**src/rtl/seq_det_param.sv**
```systemverilog
// Serial pattern detector with a run-time loadable pattern, length and overlap
// mode. The Mealy output z fires in the same cycle the completing bit arrives.
// z_q is z delayed by one clock. match_cnt is a saturating count of matches.
module seq_det_param #(
   parameter int             N       = 8,
   parameter int             LEN_W   = 4,
   parameter int             CNT_W   = 8,
   parameter logic [N-1:0]   DEF_PAT = N'(8'b0000_1010),
   parameter int             DEF_LEN = 4,
   parameter bit             DEF_OVL = 1'b0
) (
   input  logic             clk,
   input  logic             rst,
   input  logic             x,
   input  logic             in_valid,
   input  logic             cfg_load,
   input  logic [N-1:0]     pattern,
   input  logic [LEN_W-1:0] pat_len,
   input  logic             overlap,
   input  logic             clr_cnt,
   output logic             z,
   output logic             z_q,
   output logic [CNT_W-1:0] match_cnt,
   output logic             cfg_err
);

   localparam logic [LEN_W-1:0] N_L = LEN_W'(N);

   logic [N-1:0]     pat_r;
   logic [LEN_W-1:0] len_r;
   logic             ovl_r;
   logic [N-2:0]     hist;
   logic [LEN_W-1:0] fill;

   logic [N-1:0]     window;
   logic [N-1:0]     mask;
   logic             pat_eq;
   logic             filled;

   // Increment that holds at the all-ones value instead of wrapping.
   function automatic logic [CNT_W-1:0] cnt_inc(input logic [CNT_W-1:0] c);
      return (&c) ? c : c + 1'b1;
   endfunction

   // Fill count saturates at N; beyond that the history is simply full.
   function automatic logic [LEN_W-1:0] fill_inc(input logic [LEN_W-1:0] f);
      return (f >= N_L) ? N_L : f + 1'b1;
   endfunction

   assign cfg_err = (len_r == '0) || (len_r > N_L);

   // Compare the newest len_r bits (history plus the bit on x) against the pattern.
   always_comb begin
      window = {hist, x};
      mask   = '0;
      for (int i = 0; i < N; i++) begin
         mask[i] = (LEN_W'(i) < len_r);
      end
      pat_eq = ((window ^ pat_r) & mask) == '0;
      filled = (fill >= (len_r - 1'b1));
      // rst gating forces z low during reset, since the history is being cleared.
      z      = rst & in_valid & ~cfg_load & ~cfg_err & filled & pat_eq;
   end

   // Active configuration and bit history; a load or non-overlap match restarts the search.
   always_ff @(posedge clk or negedge rst) begin
      if (!rst) begin
         pat_r <= DEF_PAT;
         len_r <= LEN_W'(DEF_LEN);
         ovl_r <= DEF_OVL;
         hist  <= '0;
         fill  <= '0;
      end else if (cfg_load) begin
         pat_r <= pattern;
         len_r <= pat_len;
         ovl_r <= overlap;
         hist  <= '0;
         fill  <= '0;
      end else if (in_valid) begin
         if (z && !ovl_r) begin
            hist <= '0;
            fill <= '0;
         end else begin
            hist <= window[N-2:0];
            fill <= fill_inc(fill);
         end
      end
   end

   // Registered match flag and saturating match counter; clear wins over increment.
   always_ff @(posedge clk or negedge rst) begin
      if (!rst) begin
         z_q       <= 1'b0;
         match_cnt <= '0;
      end else begin
         z_q <= z;
         if (clr_cnt) begin
            match_cnt <= '0;
         end else if (z) begin
            match_cnt <= cnt_inc(match_cnt);
         end
      end
   end

endmodule

```
**config.mk**
```make
export PLATFORM = sky130hd
export DESIGN_NAME = seq_det_param
export DESIGN_NICKNAME = d
export VERILOG_FILES = /design/src/rtl/seq_det_param.sv
export SDC_FILE = /design/constraint.sdc
export NUM_CORES = 1
export LEC_CHECK = 0
export CORE_UTILIZATION = 53
export DETAILED_ROUTE_END_ITERATION = 8
export PLACE_DENSITY = 0.87
export SETUP_SLACK_MARGIN = 0.2
export SLEW_MARGIN = 10
export SYNTH_ARGS = -nofsm -noshare
export SYNTH_HDL_FRONTEND = slang
export SYNTH_SLANG_ARGS = --single-unit
```
**constraint.sdc**
```tcl
create_clock -name clk -period 3.7 [get_ports clk]
set_input_delay 1.11 -clock clk [delete_from_list [all_inputs] [get_ports clk]]
set_output_delay 1.11 -clock clk [all_outputs]
set_load 0.01 [all_outputs]
```
==> reports/results.tsv, run 1 <==
stage	metric	value	unit
floorplan	Die W	61.01	um
detailed_routing	via count	1530	
synth	synth top area cells	dfrtp_1 41%, ha_1 6.8%, mux2_2 6.1%	
sta	RSZ-0062 raised after global routing	yes	
detailed_routing	DR WL/cell	14.46	um
power_and_ir_drop	Static Leak	0.9978	nW
synth	Seq/Total Area, Yosys	44.95	%
power_and_ir_drop	sequential share of power	53.2	%
sta	max_slew headroom	61.47	%
sta	WHS	547.3	ps
worst_setup_path	kind of critical path	in -> out	
synth	Most used DFF post-synth	dfrtp_1	
power_and_ir_drop	clock power share	25.0	%
synth	syn_nets	206	
sta	Tmin final	3488	ps
global_route	initial antenna violation count	0	
worst_setup_path	crit-path cells	clkdlybuf4s50_1 -> inv_2 -> nor2_2 -> o2111ai_1 -> nor4_4 -> buf_2	
worst_setup_path	crit end category	primary output	
worst_setup_path	Critical path destination	z	
floorplan	full die area	3722	um^2
synth	Async S/R FF share, synth	100.0	%
worst_setup_path	Worst R2R Setup Slack	630	ps
global_route	number of global-route vias before repair	1362	
detailed_routing	total length of routed wires	3891	um
sta	setup TNS	0	ps
synth	Mapped Area	1846	um^2
floorplan	Die Height	61.01	um
power_and_ir_drop	Peak VDD IR	0.2010	mV
job	max-cap violation count	0	
detailed_routing	drt pass-1 iters	4	
floorplan	Starting Density	55.31	%
synth	synth warn	0	
worst_setup_path	r2r endpoint	match_cnt[5]	
clock_network	Clk Latency, worst-skew pair	340	ps
synth	Synth top cells by count	30 x dfrtp_1, 16 x nand2_1, 15 x o21ai_0	
clock_network	CTS H-tree depth	2	
cells_and_area	Net count, final	251	
synth	Mapped Avg Cell Area	10.43	um^2
sta	Slew @ Worst Pin	575.9	ps
place	# port buffers	29	
global_route	Total Routing Usage GR	23.23	%
synth	leading area contributor after synthesis	dfrtp_1	
floorplan	Placeable Area	3337	um^2
floorplan	Cell Rows	21	
clock_network	Worst-path clk slew	100	ps
synth	Synth Instances	177	
detailed_routing	antenna viol nets, final	0	
sta	Final Max Tran Viols	0	
clock_network	TritonCTS clock tree	yes	
floorplan	Ports	30	
detailed_routing	Post-route DRC	0	
worst_setup_path	CP required	2590	ps
cells_and_area	antenna cells	0	
min_path	worst hold-check path type	reg -> reg	
power_and_ir_drop	Int Power	0.5457	mW
synth	Post-synth EDFFs	0	
power_and_ir_drop	Comb power frac	21.8	%
global_route	global-route wire length before repair	6175	um
synth	number of synthesized register bits	33	
sta	Fin. Hold Viols	0	
detailed_routing	DR vias/cell	5.688	
clock_network	clk buf depth	2	
power_and_ir_drop	Sw Ratio	29.17	%
clock_network	CTS Sinks	33	
place	RD Place Congestion	0.7692	
power_and_ir_drop	Final Power	0.7704	mW
clock_network	clock root buffer	clkbuf_4	
sta	skew final	9.249	ps
synth	Yosys cell types	46	
worst_setup_path	CP peak stage delay	490	ps
sta	FMAX	286.7	MHz
worst_setup_path	crit path launch type	input pin	
cells_and_area	share of cells above drive strength 1	22.42	%
clock_network	hold_buf cts	0	
power_and_ir_drop	NetSw	0.2247	mW
worst_setup_path	Worst Path Max Fanout	2	
worst_setup_path	Worst path slowest cell	clkdlybuf4s50_1	
worst_setup_path	Setup crit start	in_valid	
worst_setup_path	R2R cell count	11	
cells_and_area	Area Growth Syn to Fin	27.73	%
worst_setup_path	CP Data Arrival Time	2380	ps
power_and_ir_drop	power density cells	326.8	nW/um^2
global_route	grt ovf	0	
detailed_routing	drt initial violations	104	
sta	fin crit share	94.28	%
worst_setup_path	Reg2Reg Launch Point	len_r[1]	
global_route	pin count of the biggest net entering global routing	34	
place	HPWL Detailed	2748	um
status	outcome	finished, final reports clean	
sta	Final Setup Violations	0	
synth	share of the synthesized area in the top cell type	40.68	%
clock_network	cts bufs inserted	5	
synth	most numerous cell in the Yosys netlist	dfrtp_1	
-- stage by stage --
stage | utilization [%] | worst slack [ps] | instances | area [um^2]
finish | 70.64 | 211.5 | 269 | 2357
global route | 70.64 | 127.8 | 269 | 2357
CTS | 70.49 | 167.1 | 269 | 2352
detailed placement | 66.82 | -378.0 | 254 | 2230
global placement | 66.82 | -399.5 | 254 | 2230
floorplan | - | 270.1 | 177 | 1846
-- power by group through the flow --
stage	sequential, mW	combinational [mW]	clock, mW
2_1_floorplan	0.407	0.0957	0
3_3_place_gp	0.416	0.141	0
3_5_place_dp	0.418	0.145	0
4_1_cts	0.410	0.165	0.199
5_1_grt	0.413	0.185	0.215
6_report	0.410	0.168	0.193
-- state kept, by name, summed over array words and instances (netlist names) --
register	flops
match_cnt	8
hist	7
len_r	4
z_q	1
fill	4
ovl_r	1
pat_r	8
-- placed cells by master, fill, tap and decap left out, drive strengths merged, types with 3 or more instances in the layout --
master / instances
a21oi: 11
nand3: 3
ha: 10
o21ai: 16
xor2: 4
buf: 18
nor2b: 3
or3: 3
dfstp: 3
xnor2: 8
nand2: 16
or4: 3
nor2: 7
mux2: 10
clkdlybuf4s50: 27
inv: 9
dfrtp: 30
a32oi: 9
clkbuf: 6
nor3: 6
-- area by class of cell --
class	instances	area (um^2)
Timing Repair Buffer	46	415.4
Clock buffer	6	41.29
Tap cell	46	57.56
Multi-Input combinational cell	127	969.7
Fill cell	249	979.7
Inverter	9	33.78
Clock inverter	2	10.01
Sequential cell	33	829.5
-- worst max-delay path, delay by kind of cell --
kind	cells	cell delay (ps)
AOI/OAI and AO/OA	1	180
buffers and inverters	3	720
and+or+nand+nor	2	370
-- metal layers --
metal | vias to the layer above | global-route usage (%) | routed length (um) | share of wire (%)
li1 | 739 | - | - | -
met1 | 732 | 31.53 | 1808 | 46
met2 | 52 | 36.73 | 1815 | 47
met3 | 7 | 6.303 | 214 | 5.5
met4 | 0 | 6.818 | 53 | 1.4
met5 | - | 0 | 0 | 0
-- repair_timing --
| action | CTS | global route |
|---|---|---|
| gates resized for setup | 11 | 2 |
| pin swaps | 2 | 4 |
| buffers inserted | 7 | 0 |
| gates cloned | 0 | 0 |
| endpoints found under the setup margin | 1 | 1 |
-- logic make-up after synthesis --
kind of cell | share of synthesized area [%]
and+or+nand+nor | 14.03
DFF | 44.95
AOI/OAI and AO/OA | 17.56
xor gates and xnor gates | 6.102
adders and majority gates | 6.780
muxes | 6.644
buffers and inverters | 3.932
-- worst min-delay path by stage --
stage / start / endpoint / slack (ps) / cells past startpoint
global route: pat_r[5] / pat_r[5] / 570 / 1
detailed placement: hist[6] / hist[6] / 510 / 2
floorplan: hist[6] / hist[6] / 480 / 2
CTS: hist[6] / hist[6] / 540 / 2
finish: hist[6] / hist[6] / 550 / 2
global placement: hist[6] / hist[6] / 510 / 2
No activity file was read; power rests on OpenSTA's default activity.
==> run 2: changes to the inputs <==
--- a/config.mk
+++ b/config.mk
@@ -5,7 +5,9 @@
 export SDC_FILE = /design/constraint.sdc
 export NUM_CORES = 1
 export LEC_CHECK = 0
-export CORE_UTILIZATION = 53
+export ABC_AREA = 1
+export CORE_MARGIN = 3
+export CORE_UTILIZATION = 54
 export DETAILED_ROUTE_END_ITERATION = 8
 export PLACE_DENSITY = 0.87
 export SETUP_SLACK_MARGIN = 0.2
==> run 2 against run 1 <==
- area after synthesis rose by 13%
- worst setup slack improved by 12 ps
- critical endpoint is now match_cnt[6]
- critical path type is now in -> reg
- maximum frequency rose by 0.36%
- sequential power fell by 4%
- clock skew fell by 5.6 ps
- power rose by 9.3%
==> reports/results.tsv, run 2 <==
stage	metric	value	unit	change
place	HPWL Detailed	3298	um	+20%
worst_setup_path	cell repeated most along the worst path	buf_4		
sta	Slew @ Worst Pin	725.2	ps	+149.4 ps
worst_setup_path	crit path launch type	input pin		
detailed_routing	DR WL/cell	13.59	um	-6.0%
worst_setup_path	crit path buf inv count	13		+10
cells_and_area	largest registers	match_cnt x8, pat_r x8, hist x7		
power_and_ir_drop	power density cells	315.6	nW/um^2	-3.4%
clock_network	clock root buffer	clkbuf_8		
synth	Post-synth EDFFs	0		unchanged
synth	Mapped Area	2083	um^2	+13%
cells_and_area	share of cells above drive strength 1	17.77	%	-4.7 points
status	outcome	finished, final reports clean		
worst_setup_path	crit end category	flop		
floorplan	Starting Density	59.17	%	+3.9 points
worst_setup_path	kind of critical path	in -> reg		
global_route	Total Routing Usage GR	23.79	%	+0.56 points
synth	Yosys cell types	28		-39%
floorplan	Die W	68.11	um	+12%
detailed_routing	total length of routed wires	5138	um	+32%
clock_network	clk buf depth	2		unchanged
worst_setup_path	crit-path cells	clkdlybuf4s50_1 -> nor2_2 -> buf_4 -> buf_4 -> buf_4 -> buf_4 -> buf_4 -> buf_4 -> buf_4 -> buf_4 -> buf_4 -> buf_4 -> buf_4 -> buf_4 -> nand3_1 -> nor2_2 -> nand4_4 -> nand3_1 -> nand2_1		
place	RD Place Congestion	0.8972		+17%
synth	syn_nets	311		+51%
detailed_routing	Post-route DRC	0		unchanged
worst_setup_path	Setup crit start	cfg_load		
worst_setup_path	CP peak stage delay	510	ps	+20 ps
synth	Async S/R FF share, synth	100.0	%	unchanged
floorplan	Ports	30		unchanged
sta	RSZ-0062 raised after global routing	no		
power_and_ir_drop	Peak VDD IR	0.2563	mV	+28%
clock_network	Worst-path clk slew	70	ps	-30 ps
synth	Synth top cells by count	92 x nand2_1, 38 x inv_1, 32 x nand3_1		
power_and_ir_drop	Static Leak	1.412	nW	+41%
sta	Tmin final	3476	ps	-12.43 ps
detailed_routing	via count	2055		+34%
clock_network	TritonCTS clock tree	yes		
global_route	number of global-route vias before repair	1887		+39%
global_route	pin count of the biggest net entering global routing	34		unchanged
synth	Mapped Avg Cell Area	7.387	um^2	-29%
synth	Synth Instances	282		+59%
worst_setup_path	Reg2Reg Launch Point	len_r[2]		
detailed_routing	drt initial violations	175		+68%
floorplan	Die Height	68.11	um	+12%
clock_network	Clk Latency, worst-skew pair	280	ps	-60 ps
cells_and_area	commonest non-fill, non-tap cell in the layout	nand2_1		
sta	Final Max Tran Viols	0		unchanged
synth	leading area contributor after synthesis	dfrtp_1		
synth	most numerous cell in the Yosys netlist	nand2_1		
floorplan	Placeable Area	3521	um^2	+5.5%
sta	setup TNS	0	ps	unchanged
synth	number of synthesized register bits	33		unchanged
min_path	hold_sp	pat_r[3]		
cells_and_area	commonest non-fill, non-tap cells in the layout	92 x nand2_1, 36 x inv_1, 30 x nand3_1, 30 x dfrtp_1, 26 x clkdlybuf4s50_1		
global_route	initial antenna violation count	0		unchanged
sta	Fin. Hold Viols	0		unchanged
detailed_routing	drt pass-1 iters	4		unchanged
synth	synth top area cells	dfrtp_1 36%, nand2_1 17%, nand3_1 7.7%		
global_route	grt ovf	0		unchanged
floorplan	Cell Rows	21		unchanged
sta	Final Setup Violations	0		unchanged
clock_network	CTS Sinks	33		unchanged
worst_setup_path	Worst path slowest cell	clkdlybuf4s50_1		
job	max-cap violation count	0		unchanged
detailed_routing	antenna viol nets, final	0		unchanged
synth	Seq/Total Area, Yosys	39.82	%	-5.1 points
power_and_ir_drop	Final Power	0.8418	mW	+9.3%
synth	Most used DFF post-synth	dfrtp_1		
cells_and_area	Net count, final	360		+43%
worst_setup_path	Worst path top cell family by delay	buffers and inverters		
sta	max_slew headroom	51.47	%	-10 points
worst_setup_path	Worst Path Max Fanout	8		+6
clock_network	CTS H-tree depth	2		unchanged
detailed_routing	DR vias/cell	5.437		-4.4%
worst_setup_path	CP required	3920	ps	+1330 ps
synth	share of the synthesized area in the top cell type	36.04	%	-4.6 points
sta	FMAX	287.7	MHz	+0.36%
clock_network	cts bufs inserted	5		unchanged
floorplan	full die area	4639	um^2	+25%
place	# port buffers	29		unchanged
cells_and_area	Area Growth Syn to Fin	28.05	%	
sta	fin crit share	93.95	%	-0.34 points
cells_and_area	Finished Core Util	75.76	%	+5.1 points
min_path	worst hold-check path type	reg -> reg		
synth	synth warn	0		unchanged
sta	skew final	3.660	ps	-5.589 ps
cells_and_area	antenna cells	0		unchanged
clock_network	hold_buf cts	0		unchanged
global_route	global-route wire length before repair	8183	um	+33%
worst_setup_path	CP Data Arrival Time	3690	ps	+1310 ps
[run 2: repair_timing]
action,in CTS,in global routing
pin swaps,4,4
resized for setup,10,7
setup endpoints to repair,1,9
buffers inserted,13,2
[run 2: tightest hold or removal path, stage by stage (launching register included)]
cell and delay [ps]:
dfstp_2 370, inv_1 60, o21ai_0 70
[run 2: area by class of cell]
cell class | instances | area [um^2]
multi-input combinational | 201 | 1105
fill | 259 | 853.3
sequential | 33 | 829.5
timing repair buffer | 49 | 439.2
inverter | 41 | 153.9
clock buffer | 6 | 72.57
tap | 46 | 57.56
clock inverter | 2 | 10.01
[run 2: power breakdown]
group | internal (mW) | switching, mW
Clock | 0.130 | 0.130
Combinational | 0.0789 | 0.109
Sequential | 0.379 | 0.0154
[run 2: layer usage]
layer / routed length (um) / GRT usage [%]
met3: 274 / 5.747
met5: 0 / 0
met1: 2160 / 29.03
met2: 2509 / 38.39
met4: 194 / 13.15
[run 2: worst paths after layout]
path	end	slack (ps)	depth (start not counted)
setup / recovery	match_cnt[6]	220	19
hold / removal	pat_r[3]	500	2
setup reg to reg	match_cnt[6]	1360	14
hold reg to reg	pat_r[3]	500	2
max in group asynchronous	len_r[2]	2300	2
min in group asynchronous	len_r[0]	1060	2
[run 2: cells by family (layout without fill, tap and decap cells)]
logic type	after synthesis	in the layout	synth area share, %
buffers and inverters	48	98	9.009
DFF	33	33	39.82
AOI/OAI and AO/OA	17	17	4.384
adders and majority gates	10	10	6.006
and+or+nand+nor	166	166	37.42
xor gates and xnor gates	8	8	3.363
[run 2: metrics by stage]
stage	hold WS (ps)	cells	setup slack, ps	cell area (um^2)
2_1_floorplan	468.5	282	804.9	2083
3_3_place_gp	482.2	355	-216.5	2435
3_5_place_dp	492.3	355	-246.0	2435
4_1_cts	502.9	376	212.4	2620
5_1_grt	519.8	378	172.2	2668
6_report	500.8	378	224.0	2668
==> run 3: changes to the inputs <==
--- a/config.mk
+++ b/config.mk
@@ -7,9 +7,9 @@
 export LEC_CHECK = 0
 export ABC_AREA = 1
 export CORE_MARGIN = 3
-export CORE_UTILIZATION = 54
+export CORE_UTILIZATION = 44
 export DETAILED_ROUTE_END_ITERATION = 8
-export PLACE_DENSITY = 0.87
+export PLACE_DENSITY = 0.75
 export SETUP_SLACK_MARGIN = 0.2
 export SLEW_MARGIN = 10
 export SYNTH_ARGS = -nofsm -noshare
==> run 3 against run 2 <==
- sequential power barely moved
- flip-flop and latch count did not move
- non-clock buffer count fell by 2
- clock skew rose by 4.4 ps
- power rose by 9.0%
- final area rose by 1.7%
- register-to-register slack improved by 150 ps
- combinational power fell by 5%
- critical path type is now reg -> out
- critical endpoint is now z
- highest routed layer unchanged
==> reports/results.tsv, run 3 (synthesis results as in run 2) <==
stage	metric	value	unit	change
worst_setup_path	CP Data Arrival Time	2260	ps	-1430 ps
cells_and_area	antenna cells	0		unchanged
power_and_ir_drop	Static Leak	1.433	nW	+1.5%
clock_network	cts bufs inserted	5		unchanged
clock_network	TritonCTS clock tree	yes		
global_route	grt ovf	0		unchanged
cells_and_area	Finished Core Util	60.65	%	-15 points
detailed_routing	antenna viol nets, final	0		unchanged
detailed_routing	Post-route DRC	0		unchanged
floorplan	Die Height	74.81	um	+9.8%
clock_network	hold_buf cts	0		unchanged
sta	WHS	503.2	ps	+2.390 ps
clock_network	Worst-path clk slew	70	ps	about the same
worst_setup_path	Reg2Reg Launch Point	len_r[2]		
status	outcome	finished, final reports clean		
sta	FMAX	297.0	MHz	+3.2%
cells_and_area	commonest non-fill, non-tap cells in the layout	90 x nand2_1, 36 x inv_1, 30 x dfrtp_1, 29 x nand3_1, 24 x clkdlybuf4s50_1		
worst_setup_path	CP peak stage delay	540	ps	+30 ps
sta	skew final	8.032	ps	+4.372 ps
cells_and_area	commonest non-fill, non-tap cell in the layout	nand2_1		
min_path	Hold Path Sink	pat_r[1]		
sta	Final Max Tran Viols	0		unchanged
job	max-cap violation count	0		unchanged
min_path	worst hold-check path type	reg -> reg		
sta	fin crit share	90.99	%	-3.0 points
worst_setup_path	kind of critical path	reg -> out		
cells_and_area	fill count	388		+50%
clock_network	CTS H-tree depth	2		unchanged
floorplan	full die area	5597	um^2	+21%
detailed_routing	drt initial violations	67		-62%
detailed_routing	via count	1914		-6.9%
sta	Fin. Hold Viols	0		unchanged
sta	Tmin final	3367	ps	-109.4 ps
cells_and_area	final cell count without fillers	382		+1.1%
min_path	Hold Path Depth	2		unchanged
clock_network	clk buf depth	2		unchanged
sta	post-route setup slack	333.3	ps	+109.4 ps
sta	Final Setup Violations	0		unchanged
global_route	pin count of the biggest net entering global routing	34		unchanged
place	HPWL Detailed	3285	um	-0.40%
worst_setup_path	crit-path cells	inv_2 -> nand3_2 -> xor2_1 -> inv_1 -> ha_1 -> a21oi_1 -> nand3_2 -> and2_4 -> and2_4 -> buf_6		
sta	max_slew headroom	53.91	%	+2.4 points
global_route	Total Routing Usage GR	18.78	%	-5.0 points
cells_and_area	Area Growth Syn to Fin	30.27	%	
global_route	number of global-route vias before repair	1832		-2.9%
floorplan	Placeable Area	4474	um^2	+27%
worst_setup_path	r2r endpoint	fill[0]		
global_route	initial antenna violation count	0		unchanged
sta	setup TNS	0	ps	unchanged
worst_setup_path	Worst path slowest cell	dfstp_2		
floorplan	Ports	30		unchanged
detailed_routing	DR WL/cell	12.38	um	-8.9%
worst_setup_path	Worst Path Max Fanout	3		-5
clock_network	CTS Sinks	33		unchanged
worst_setup_path	crit path launch type	flop		
detailed_routing	DR vias/cell	5.010		-7.8%
floorplan	Cell Rows	24		+14%
place	RD Place Congestion	0.8163		-9.0%
clock_network	Clk Latency, worst-skew pair	290	ps	about the same
cells_and_area	share of cells above drive strength 1	18.18	%	+0.41 points
clock_network	clock root buffer	clkbuf_8		
worst_setup_path	CP required	2590	ps	-1330 ps
sta	Slew @ Worst Pin	688.8	ps	-36.44 ps
worst_setup_path	R2R cell count	13		-1
power_and_ir_drop	power density cells	338.2	nW/um^2	+7.2%
cells_and_area	Final Cell Area	2714	um^2	+1.7%
min_path	hold_sp	pat_r[1]		
global_route	global-route wire length before repair	8031	um	-1.9%
detailed_routing	total length of routed wires	4730	um	-7.9%
place	placed instance area	2442	um^2	+0.31%
detailed_routing	drt pass-1 iters	5		+1
worst_setup_path	crit end category	primary output		
place	pre-CTS setup slack	-251.5	ps	-5.557 ps
place	placed cell count	361		+1.7%
place	# port buffers	29		unchanged
cells_and_area	Net count, final	358		-0.56%
sta	RSZ-0062 raised after global routing	no		
worst_setup_path	Worst R2R Setup Slack	1510	ps	+150 ps
power_and_ir_drop	Final Power	0.9178	mW	+9.0%
power_and_ir_drop	Peak VDD IR	0.1853	mV	-28%
cells_and_area	largest registers	match_cnt x8, pat_r x8, hist x7		
floorplan	Die W	74.81	um	+9.8%
floorplan	Starting Density	46.56	%	-13 points
-- run 3: timing repair --
item	in CTS	in global routing
endpoints found under the setup margin	1	9
pin swaps	5	4
gates resized for setup	10	13
setup buffers	12	1
-- run 3: critical path: cells and delay by family (launching register included) --
kind	cells	cell delay, ps
adders and majority gates	1	290
buffers and inverters	3	220
DFF	1	540
AOI/OAI and AO/OA	1	180
and+or+nand+nor	4	600
xor gates and xnor gates	1	140
-- run 3: where the power goes --
| part | internal, mW | total (mW) | switching, mW |
|---|---|---|---|
| logic | 0.0749 | 0.177 | 0.103 |
| clock network | 0.219 | 0.347 | 0.127 |
| registers | 0.379 | 0.394 | 0.0147 |
-- run 3: worst max-delay path by stage --
stage,endpoint,start,depth (start not counted),slack (ps)
after CTS,z,in_valid,7,210
after detailed placement,z,rst,7,-250
after floorplan,z,len_r[2],11,800
after global placement,z,rst,7,-230
final,z,len_r[2],10,330
after global routing,z,len_r[2],12,210
-- run 3: area by class of cell --
type	instances	area (um^2)	share of cell area [%]
Clock inverter	1	30.03	1.107
Inverter	41	153.9	5.671
Sequential cell	33	829.5	30.57
Timing Repair Buffer	47	429.2	15.81
Tap cell	52	65.06	2.397
Multi-Input combinational cell	201	1120	41.26
Clock buffer	7	86.33	3.181
-- run 3: per-layer routing --
| metal | part of all wire, % | GRT usage [%] |
|---|---|---|
| met1 | 45 | 24.03 |
| met2 | 49 | 30.83 |
| met3 | 3.7 | 4.406 |
| met4 | 2.4 | 7.312 |
| met5 | 0 | 0 |
